==> src/rtl/uart_pkg.sv <==
// Shared UART definitions: scheduler state encoding, data width, default frame
// length and a small modular-increment helper for round-robin pointers.
package uart_pkg;

    localparam int UART_DATA_W     = 8;
    localparam int UART_FRAME_BITS = 10;   // start + 8 data + stop

    typedef enum logic [1:0] {
        IDLE,
        LOAD,
        SEND,
        GAP
    } sched_state_t;

    // (idx + 1) mod n without a divider; idx is assumed to be below n.
    function automatic int unsigned wrap_inc(input int unsigned idx, input int unsigned n);
        return (idx + 1 >= n) ? 0 : idx + 1;
    endfunction

endpackage

==> src/rtl/uart_tx_scheduler_if.sv <==
// Byte-request side and transmitter side of the scheduler, bundled together.
// master = scheduler, slave = the requesters plus the transmitter.
interface uart_tx_scheduler_if #(
    parameter int NUM_REQ = 4
);
    import uart_pkg::*;

    logic [NUM_REQ-1:0]             req_valid;
    logic [UART_DATA_W*NUM_REQ-1:0] req_data;
    logic [NUM_REQ-1:0]             req_ready;
    logic [UART_DATA_W-1:0]         tx_data;
    logic                           tx_valid;

    modport master (
        input  req_valid, req_data,
        output req_ready, tx_data, tx_valid
    );

    modport slave (
        output req_valid, req_data,
        input  req_ready, tx_data, tx_valid
    );

endinterface

==> src/rtl/uart_tx_scheduler_rr_arbiter.sv <==
// Combinational round-robin select: first asserted request at or above the
// pointer, wrapping past the top index. Pointer storage lives in the caller.
module rr_arbiter #(
    parameter  int NUM_REQ = 4,
    localparam int IDX_W   = (NUM_REQ > 1) ? $clog2(NUM_REQ) : 1
) (
    input  logic [NUM_REQ-1:0] i_req,
    input  logic [IDX_W-1:0]   i_ptr,
    output logic [IDX_W-1:0]   o_grant,
    output logic               o_any_req
);

    logic [IDX_W-1:0]   w_idx [NUM_REQ];
    logic [NUM_REQ-1:0] w_hit;

    // Rotated index for each scan offset, reduced mod NUM_REQ by one subtract.
    genvar gi;
    generate
        for (gi = 0; gi < NUM_REQ; gi++) begin : g_rot
            logic [IDX_W:0] w_sum;
            assign w_sum      = {1'b0, i_ptr} + (IDX_W+1)'(gi);
            assign w_idx[gi]  = (w_sum >= (IDX_W+1)'(NUM_REQ)) ?
                                IDX_W'(w_sum - (IDX_W+1)'(NUM_REQ)) : IDX_W'(w_sum);
            assign w_hit[gi]  = i_req[w_idx[gi]];
        end
    endgenerate

    assign o_any_req = |i_req;

    // Scan from the far offset down so the nearest hit to the pointer wins.
    always_comb begin
        o_grant = w_idx[0];
        for (int k = NUM_REQ - 1; k >= 0; k--) begin
            if (w_hit[k]) begin
                o_grant = w_idx[k];
            end
        end
    end

endmodule

==> src/rtl/uart_tx_scheduler.sv <==
// Round-robin scheduler sharing one UART transmitter among NUM_REQ byte
// sources. The transmitter has no busy output, so frame time is counted here.
module uart_tx_scheduler
    import uart_pkg::*;
#(
    parameter  int NUM_REQ      = 4,
    parameter  int CLKS_PER_BIT = 16,
    parameter  int FRAME_BITS   = UART_FRAME_BITS,
    parameter  int GAP_CYCLES   = 0,
    localparam int IDX_W        = (NUM_REQ > 1) ? $clog2(NUM_REQ) : 1
) (
    input  logic                  t_clk,
    input  logic                  t_rst,
    input  logic                  en,
    uart_tx_scheduler_if.master   bus,
    output logic                  tx_busy,
    output logic [IDX_W-1:0]      grant_id,
    output logic [15:0]           frames_sent
);

    localparam int FRAME_CYC = CLKS_PER_BIT * FRAME_BITS;
    localparam int CNT_W     = (FRAME_CYC > 1) ? $clog2(FRAME_CYC) : 1;
    localparam int GAP_W     = (GAP_CYCLES > 0) ? (($clog2(GAP_CYCLES + 1) > 0) ? $clog2(GAP_CYCLES + 1) : 1) : 1;

    sched_state_t          r_state;
    logic [IDX_W-1:0]      r_ptr;
    logic [IDX_W-1:0]      r_grant;
    logic [15:0]           r_frames;
    logic [UART_DATA_W-1:0] r_tx_data;
    logic [CNT_W-1:0]      r_cnt;
    logic [GAP_W-1:0]      r_gap;

    logic [IDX_W-1:0]       w_arb_grant;
    logic                   w_any_req;
    logic                   w_sel_valid;
    logic [UART_DATA_W-1:0] w_sel_data;
    logic                   w_launch;
    logic                   w_frame_done;
    logic                   w_gap_done;
    logic                   w_arb_slot;
    logic                   w_grant_now;
    logic [NUM_REQ-1:0]     w_ready;

    rr_arbiter #(.NUM_REQ(NUM_REQ)) u_arb (
        .i_req     (bus.req_valid),
        .i_ptr     (r_ptr),
        .o_grant   (w_arb_grant),
        .o_any_req (w_any_req)
    );

    assign w_sel_valid  = bus.req_valid[r_grant];
    assign w_sel_data   = bus.req_data[r_grant*UART_DATA_W +: UART_DATA_W];
    // A requester may withdraw between grant and LOAD, so the launch decision
    // must look at its live valid rather than a registered copy.
    assign w_launch     = (r_state == LOAD) && w_sel_valid;
    assign w_frame_done = (r_state == SEND) && (r_cnt == CNT_W'(FRAME_CYC - 1));
    assign w_gap_done   = (r_state == GAP)  && (r_gap == GAP_W'(GAP_CYCLES - 1));
    // The final cycle of a frame (or gap) doubles as the arbitration cycle, so
    // back-to-back LOADs sit exactly FRAME_CYC + GAP_CYCLES + 1 cycles apart.
    assign w_arb_slot   = (r_state == IDLE) ||
                          (w_frame_done && (GAP_CYCLES == 0)) || w_gap_done;
    assign w_grant_now  = w_arb_slot && en && w_any_req;

    genvar gi;
    generate
        for (gi = 0; gi < NUM_REQ; gi++) begin : g_ready
            assign w_ready[gi] = w_launch && (r_grant == IDX_W'(gi));
        end
    endgenerate

    assign bus.req_ready = w_ready;
    assign bus.tx_valid  = w_launch;
    // Present the live byte alongside tx_valid; the registered copy holds it
    // steady for the rest of the frame.
    assign bus.tx_data   = w_launch ? w_sel_data : r_tx_data;
    assign tx_busy       = (r_state != IDLE);
    assign grant_id      = r_grant;
    assign frames_sent   = r_frames;

    // Scheduler FSM: grant, launch one byte, then time the frame and gap.
    always_ff @(posedge t_clk) begin
        if (t_rst) begin
            r_state   <= IDLE;
            r_ptr     <= '0;
            r_grant   <= '0;
            r_frames  <= '0;
            r_tx_data <= '0;
            r_cnt     <= '0;
            r_gap     <= '0;
        end else begin
            case (r_state)
                IDLE: ;
                LOAD: begin
                    if (w_sel_valid) begin
                        r_ptr     <= IDX_W'(wrap_inc(32'(r_grant), NUM_REQ));
                        r_frames  <= r_frames + 16'd1;
                        r_tx_data <= w_sel_data;
                        r_cnt     <= '0;
                        r_state   <= SEND;
                    end else begin
                        r_state   <= IDLE;
                    end
                end
                SEND: begin
                    if (w_frame_done) begin
                        r_gap   <= '0;
                        r_state <= (GAP_CYCLES > 0) ? GAP : IDLE;
                    end else begin
                        r_cnt <= r_cnt + 1'b1;
                    end
                end
                GAP: begin
                    if (w_gap_done) begin
                        r_state <= IDLE;
                    end else begin
                        r_gap <= r_gap + 1'b1;
                    end
                end
                default: r_state <= IDLE;
            endcase
            if (w_grant_now) begin
                r_grant <= w_arb_grant;
                r_state <= LOAD;
            end
        end
    end

endmodule
==> src/flat_wrapper.sv <==
// flat-port wrapper written by rule: the top's interface ports become plain ports
module uart_tx_scheduler_flat import uart_pkg::*;
#(
    parameter  int NUM_REQ      = 4,
    parameter  int CLKS_PER_BIT = 16,
    parameter  int FRAME_BITS   = UART_FRAME_BITS,
    parameter  int GAP_CYCLES   = 0,
    localparam int IDX_W        = (NUM_REQ > 1) ? $clog2(NUM_REQ) : 1
)
  (t_clk, t_rst, en, tx_busy, grant_id, frames_sent, bus_req_valid, bus_req_data, bus_req_ready, bus_tx_data, bus_tx_valid);
  uart_tx_scheduler_if #(.NUM_REQ(NUM_REQ)) bus_i ();
  input  logic t_clk;
  input  logic t_rst;
  input  logic en;
  output logic tx_busy;
  output logic [IDX_W-1:0] grant_id;
  output logic [15:0] frames_sent;
  input wire logic [$bits(bus_i.req_valid)-1:0] bus_req_valid;
  input wire logic [$bits(bus_i.req_data)-1:0] bus_req_data;
  output wire logic [$bits(bus_i.req_ready)-1:0] bus_req_ready;
  output wire logic [$bits(bus_i.tx_data)-1:0] bus_tx_data;
  output wire logic [$bits(bus_i.tx_valid)-1:0] bus_tx_valid;
  assign bus_i.req_valid = bus_req_valid;
  assign bus_i.req_data = bus_req_data;
  assign bus_req_ready = bus_i.req_ready;
  assign bus_tx_data = bus_i.tx_data;
  assign bus_tx_valid = bus_i.tx_valid;
  uart_tx_scheduler #(.NUM_REQ(NUM_REQ), .CLKS_PER_BIT(CLKS_PER_BIT), .FRAME_BITS(FRAME_BITS), .GAP_CYCLES(GAP_CYCLES)) u_core (.t_clk(t_clk), .t_rst(t_rst), .en(en), .bus(bus_i), .tx_busy(tx_busy), .grant_id(grant_id), .frames_sent(frames_sent));
endmodule
==> config.mk <==
export PLATFORM = sky130hd
export DESIGN_NAME = uart_tx_scheduler_flat
export DESIGN_NICKNAME = d
export VERILOG_FILES = /design/src/rtl/uart_pkg.sv /design/src/rtl/uart_tx_scheduler_if.sv /design/src/rtl/uart_tx_scheduler_rr_arbiter.sv /design/src/rtl/uart_tx_scheduler.sv /design/src/flat_wrapper.sv
export SDC_FILE = /design/constraint.sdc
export NUM_CORES = 1
export LEC_CHECK = 0
export ABC_AREA = 1
export CAP_MARGIN = 20
export CORE_AREA = 2 2 78 80
export CTS_CLUSTER_DIAMETER = 100
export CTS_CLUSTER_SIZE = 16
export DETAILED_ROUTE_END_ITERATION = 10
export DIE_AREA = 0 0 80 82
export GPL_ROUTABILITY_DRIVEN = 1
export GPL_TIMING_DRIVEN = 0
export PLACE_DENSITY = 0.8
export REMOVE_ABC_BUFFERS = 1
export SETUP_SLACK_MARGIN = 0.4
export SKIP_LAST_GASP = 1
export SYNTH_ARGS = -nofsm -noshare
export SYNTH_HDL_FRONTEND = slang
export SYNTH_SLANG_ARGS = --single-unit
export TNS_END_PERCENT = 20
==> constraint.sdc <==
create_clock -name t_clk -period 2.1 [get_ports t_clk]
set_input_delay 0.42 -clock t_clk [delete_from_list [all_inputs] [get_ports t_clk]]
set_output_delay 0.42 -clock t_clk [all_outputs]
set_load 0.05 [all_outputs]
==> flow_summary_export.csv, run 1 <==
group,metric,value,unit
die,start_util,0.485,
power,total_leakage_power,0.00169,µW
worst_setup_path,slowest_delay,0.41,ns
timing,hold_violations,0,
die,core_area,5750,µm²
grt,grt_pass1_vias,3054,
worst_setup_path,crit_top_cell,"buf_6",
synth,synthesis.area,2790,µm²
timing,rsz0062_at_grt,"true",
worst_setup_path,path_class,"register to output port",
placement,dpl.hpwl,5.14,mm
final_layout,utilization,0.709,
grt,grt_antenna_before_repair,0,
clock_tree,cts_buffers,5,
timing,setup_violations,12,
routing,drc_errors,0,
final_layout,nets,572,
worst_setup_path,slowest_stage,"dfxtp_4",
clock_tree,clk-insertion-delay-late,0.29,ns
worst_setup_path,crit_required,1.68,ns
synth,yosysTopAreaCell,"dfxtp_1",
final_layout,area_delta_synth_final,46.1,%
synth,synth.avg_cell_area,6.64,µm²
placement,portBuffers,70,
worst_setup_path,cp.arrival,1.81,ns
routing,drt-total-wl,9.08,mm
die,io_pins,71,
outcome,violations,"negative setup slack",
synth,synth_area_leaders,"dfxtp_1 28%, nand2_1 12%, inv_1 8.2%",
clock_tree,clk_pin_slew,0.08,ns
timing,post-route-period-util,1.06,
die,fp.dieH,82,µm
final_layout,final_cells,598,
grt,grt.total_usage,0.272,
placement,numPlacedInstances,551,
grt,grt_pass1_wl,14.1,mm
worst_setup_path,r2r_cells,7,
routing,wl_per_cell,15.2,µm
worst_setup_path,r2r-start,"u_core.r_state[0]",
grt,grt_max_degree,22,
clock_tree,cts.sinks,39,
grt,grt_overflow_total,0,
worst_setup_path,r2r-end,"u_core.frames_sent[11]",
routing,drtPass1Iterations,5,
synth,ys_seq_area_frac,0.280,
synth,synthCells,420,
synth,yosysWarnings,0,
synth,ys_seq_elements,39,
timing,fin_ws,-0.129,ns
outcome,outcome,"complete, but fails checks",
power,power.density,758,nW/µm²
worst_hold_path,holdPathStages,2,
timing,tns,-1.28,ns
routing,vias,3188,
timing,timing.final.crit_period,2.23,ns
worst_hold_path,whs_endpoint,"u_core.r_cnt[2]",
final_layout,drive_above_1_share,0.250,
die,die_w,80,µm
worst_setup_path,rrSetupSlack,0.09,ns
worst_setup_path,critPathMaxFanout,5,
clock_tree,htreeDepth,2,
clock_tree,cts.path.max_buffers,2,
timing,timing.hold.ws,0.480,ns
synth,synth_top_area_frac,0.280,
timing,relSlewSlack,0.570,
synth,synthArstFlopShare,0,
die,dieArea,6560,µm²
worst_hold_path,worstHoldPathType,"register to register",
final_layout,num_antenna_cells,0,
timing,finalMaxSlewViolations,0,
die,rows,28,
timing,worstMarginPinSlew,0.643,ns
worst_hold_path,hp-start,"u_core.r_cnt[2]",
worst_setup_path,crit_family,"simple AND/OR/NAND/NOR gates",
clock_tree,cts_tree,"built",
placement,dp_slack,-1.38,ns
worst_setup_path,start_kind,"register",
synth,synth_edf_count,0,
synth,synth_cell_types,37,
routing,via_per_inst,5.33,
timing,clock_skew,0.00542,ns
routing,drt-initial-drc-count,243,
power,ir_drop,0.442,mV
worst_setup_path,worstPathCellList,"buf_6 > nand2_4 > nand3_4 > nand2_8 > nor2_4 > or2_1 > inv_2 > a21oi_2 > buf_6",
worst_setup_path,worst_setup_path_end_kind,"output port",
routing,final_antenna_net_count,0,
synth,ys.flop_type,"dfxtp_1",
worst_setup_path,cp_num_buf_inv,3,
clock_tree,clockRootBuffer,"clkbuf_8",
placement,gp_congestion,0.913,
run,cap_violations,0,
timing,fmax,449,MHz
-- sequential cells by signal (all words and copies together), names as in the netlist --
name                cells
u_core.grant_id         2
u_core.r_ptr            2
u_core.frames_sent     16
u_core.r_tx_data        8
u_core.r_cnt            8
u_core.r_state          2
u_core.r_gap            1
-- synthesized netlist by cell type (all sizes together) (7+ instances only) --
| library cell | instances |
|---|---|
| a211oi | 9 |
| a21oi | 36 |
| buf | 11 |
| dfxtp | 39 |
| ha | 11 |
| inv | 67 |
| nand2 | 93 |
| nand3 | 26 |
| nor2 | 52 |
| nor3 | 11 |
| o21ai | 31 |
| o22ai | 8 |
| or2 | 8 |
| xor2 | 7 |
-- routing by layer --
layer / vias to the layer above / GRT usage / part of all wire
met1: 1489 / 0.320 / 0.42
li1: 1551 / - / -
met4: 0 / 0.117 / 0.043
met5: - / 0 / 0
met2: 112 / 0.486 / 0.50
met3: 36 / 0.0484 / 0.045
-- placed cells by master, fill, tap and decap left out, types with 3 or more instances in the layout --
cell type,synthesis,routed
a211oi_2,8,8
a21oi_1,27,20
a21oi_2,9,15
buf_4,3,34
buf_6,1,10
buf_8,1,4
clkbuf_8,0,6
clkdlybuf4s50_1,0,51
dfxtp_1,39,35
dlygate4sd2_1,0,5
ha_1,11,10
inv_1,61,52
inv_2,6,11
nand2_1,89,86
nand2_2,2,4
nand3_1,22,22
nand3_4,1,3
nand4_1,4,4
nor2_1,49,45
nor2_4,1,8
nor3_1,10,10
o21ai_0,28,28
o22ai_1,8,8
or2_1,3,3
or2_4,0,4
xor2_1,7,7
-- where the power goes --
group          switching, µW  total (µW)  internal [µW]
Sequential              54.6         848            793
Clock                    267         652            384
Combinational            971        1590            618
-- worst reg2reg max path: stages, from the launching register on --
cell	delay [ns]
dfxtp_2	0.39
ha_4	0.17
clkinvlp_4	0.19
buf_4	0.22
buf_4	0.16
nor2_4	0.50
nand2_1	0.16
a21oi_2	0.14
-- worst max-delay path by stage --
stage / from / endpoint / slack (ns) / depth (start not counted)
final: u_core.grant_id[0] / bus_tx_data[0] / -0.13 / 9
after detailed placement: bus_req_valid[3] / bus_req_ready[3] / -1.38 / 8
after global routing: u_core.grant_id[0] / bus_tx_data[4] / -0.20 / 9
after floorplan: u_core.grant_id[0] / bus_tx_data[3] / -1.13 / 7
after CTS: u_core.r_state[1] / bus_req_ready[0] / -0.07 / 8
after global placement: u_core.grant_id[0] / bus_req_ready[3] / -1.33 / 8
-- layout make-up --
class | count | area [µm²]
multi-input combinational | 302 | 1790
sequential | 39 | 791
timing repair inverter | 1 | 6.26
fill | 440 | 1670
clock buffer | 6 | 82.6
clock inverter | 2 | 35.0
tap | 75 | 93.8
timing repair buffer | 106 | 1010
inverter | 67 | 270
-- logic make-up (layout without fill, tap and decap cells) --
family,count (synthesis),after routing,synth area share
compound gates,86,86,0.195
buf+inv,82,182,0.135
fa+ha+maj,11,11,0.0493
xor+xnor,7,7,0.0220
simple gates,195,198,0.319
flops,39,39,0.280
-- per-stage QoR --
step	cell area (µm²)	total power (µW)
floorplan	2660	1630
global placement	3460	1950
detailed placement	3470	1980
CTS	3960	2950
global route	4070	3220
finish	4070	3090
-- timing repair --
| action | 4_1_cts | 5_1_grt |
|---|---|---|
| hold buffers | 0 | 0 |
| gates resized for setup | 134 | 17 |
| pin swaps | 12 | 10 |
| setup buffers | 28 | 7 |
| setup endpoints to repair | 69 | 69 |
| cloned | 4 | 0 |
Note: power is estimated with default switching activity, not from simulation.
==> inputs of run 2 (changes only) <==
--- a/config.mk
+++ b/config.mk
@@ -7,14 +7,13 @@
 export LEC_CHECK = 0
 export ABC_AREA = 1
 export CAP_MARGIN = 20
-export CORE_AREA = 2 2 78 80
-export CTS_CLUSTER_DIAMETER = 100
+export CORE_AREA = 2 2 87 89
 export CTS_CLUSTER_SIZE = 16
 export DETAILED_ROUTE_END_ITERATION = 10
-export DIE_AREA = 0 0 80 82
+export DIE_AREA = 0 0 89 91
 export GPL_ROUTABILITY_DRIVEN = 1
 export GPL_TIMING_DRIVEN = 0
-export PLACE_DENSITY = 0.8
+export PLACE_DENSITY = 0.66
 export REMOVE_ABC_BUFFERS = 1
 export SETUP_SLACK_MARGIN = 0.4
 export SKIP_LAST_GASP = 1
==> flow_summary_export.csv, run 2 (synthesis gave the netlist of run 1 again) <==
group,metric,value,unit
outcome,outcome,"complete, but fails checks",
outcome,violations,"negative setup slack",
run,cap_violations,0,
die,die_w,89,µm
worst_setup_path,path_class,"input pin to output port",
timing,relSlewSlack,0.506,
timing,post-route-period-util,1.03,
routing,drt-total-wl,8.07,mm
clock_tree,cts.path.max_buffers,2,
grt,grt_use_met2,0.338,
placement,portBuffers,70,
final_layout,drive_above_1_share,0.249,
placement,dpl_cell_area,3480,µm²
final_layout,layout_commonest_cell,"nand2_1",
routing,vias,2998,
worst_setup_path,worst_setup_path_end_kind,"output port",
routing,drt-initial-drc-count,155,
timing,timing.final.crit_period,2.16,ns
clock_tree,cts_buffers,5,
routing,via_per_inst,4.83,
final_layout,nets,571,
timing,rsz0062_at_grt,"true",
placement,gp_congestion,0.880,
final_layout,num_antenna_cells,0,
placement,dpl.hpwl,4.98,mm
worst_setup_path,r2r_cells,8,
grt,grt_pass1_vias,2946,
grt,grt.total_usage,0.212,
final_layout,multiInputGateArea,1770,µm²
timing,fin_ws,-0.0556,ns
routing,drc_errors,0,
worst_setup_path,crit_required,1.68,ns
die,fp.dieH,91,µm
power,power.density,751,nW/µm²
timing,clock_skew,0.00915,ns
clock_tree,ctsHoldBuffers,0,
die,dieArea,8100,µm²
final_layout,mostFrequentLayoutCells,"87 x nand2_1, 51 x inv_1, 50 x clkdlybuf4s50_1",
worst_setup_path,start_kind,"input pin",
clock_tree,clk-insertion-delay-late,0.30,ns
grt,grt_max_degree,28,
final_layout,area_delta_synth_final,46.3,%
power,total_power,3070,µW
worst_hold_path,hp-start,"u_core.r_cnt[2]",
clock_tree,cts_tree,"built",
die,start_util,0.391,
grt,grt_pass1_wl,13.6,mm
clock_tree,clockRootBuffer,"clkbuf_8",
worst_hold_path,holdPathStages,2,
timing,hold_violations,0,
clock_tree,htreeDepth,2,
grt,grt.met1_usage,0.268,
worst_setup_path,critPathMaxFanout,2,
power,ir_drop,0.357,mV
grt,busiest_layer,"met2",
final_layout,fillers,690,
die,rows,31,
timing,tns,-0.377,ns
grt,grt_overflow_total,0,
routing,final_antenna_net_count,0,
final_layout,largest_reg_flops,16,
grt,grt_use_met3,0.0527,
timing,timing.hold.ws,0.481,ns
clock_tree,cts.sinks,39,
final_layout,regArea,793,µm²
worst_hold_path,worstHoldPathType,"register to register",
power,total_leakage_power,0.00169,µW
timing,finalMaxSlewViolations,0,
placement,dp_slack,-1.45,ns
grt,grt_antenna_before_repair,0,
timing,worstMarginPinSlew,0.742,ns
worst_setup_path,r2r-start,"u_core.r_state[1]",
routing,drtPass1Iterations,6,
final_layout,final_area,4080,µm²
worst_setup_path,cp.arrival,1.74,ns
die,io_pins,71,
timing,setup_violations,13,
die,core_area,7140,µm²
timing,fmax,464,MHz
clock_tree,clk_pin_slew,0.08,ns
worst_setup_path,critPathLaunch,"bus_req_data[14]",
routing,wl_per_cell,13.0,µm
## run 2: changes by cell type in the layout (fill, tap and decap cells not counted), moves of 3 or more
cell    delta
nor2_4     -4
buf_6      +4
buf_8      -3
buf_4      -3
## run 2: repair_timing
item / CTS / global route
buffers inserted: 27 / 8
gates resized for setup: 144 / 6
gates cloned: 4 / 0
setup endpoints to repair: 67 / 68
pin swaps: 15 / 15
## run 2: per-stage QoR
step | instances | util
after floorplan | 405 | -
after global routing | 621 | 0.572
after global placement | 574 | 0.489
final | 621 | 0.572
after detailed placement | 574 | 0.488
after CTS | 613 | 0.563
## run 2: where the power goes
part	leakage, µW	switching (µW)	internal [µW]
combinational	0.00131	922	646
clock	0.0000587	294	360
sequential	0.000318	50.2	794
total	0.00169	1270	1800
## run 2: routing by layer
metal / wire, µm / vias up / share of wire
li1: - / 1552 / -
met3: 387 / 23 / 0.048
met5: 0 / - / 0
met1: 3660 / 1347 / 0.45
met4: 279 / 0 / 0.035
met2: 3740 / 76 / 0.46
## run 2: layout make-up
| type | instances | area share |
|---|---|---|
| clock inverter | 3 | 0.0116 |
| inverter | 67 | 0.0662 |
| tap | 99 | 0.0303 |
| timing repair inverter | 1 | 0.00153 |
| clock buffer | 5 | 0.0169 |
| sequential | 39 | 0.194 |
| timing repair buffer | 105 | 0.245 |
| multi-input combinational | 302 | 0.434 |
## run 2: worst paths after layout
kind	to	slack, ns
setup reg to reg	u_core.frames_sent[14]	0.20
setup / recovery	bus_tx_data[6]	-0.06
hold / removal	u_core.r_cnt[2]	0.48
hold reg to reg	u_core.r_cnt[2]	0.48
## run 2: critical path: stages
cell and delay (ns):
clkdlybuf4s50_1 0.46, o21ai_0 0.15, o22ai_1 0.22, inv_1 0.14
a21oi_4 0.17, buf_6 0.17
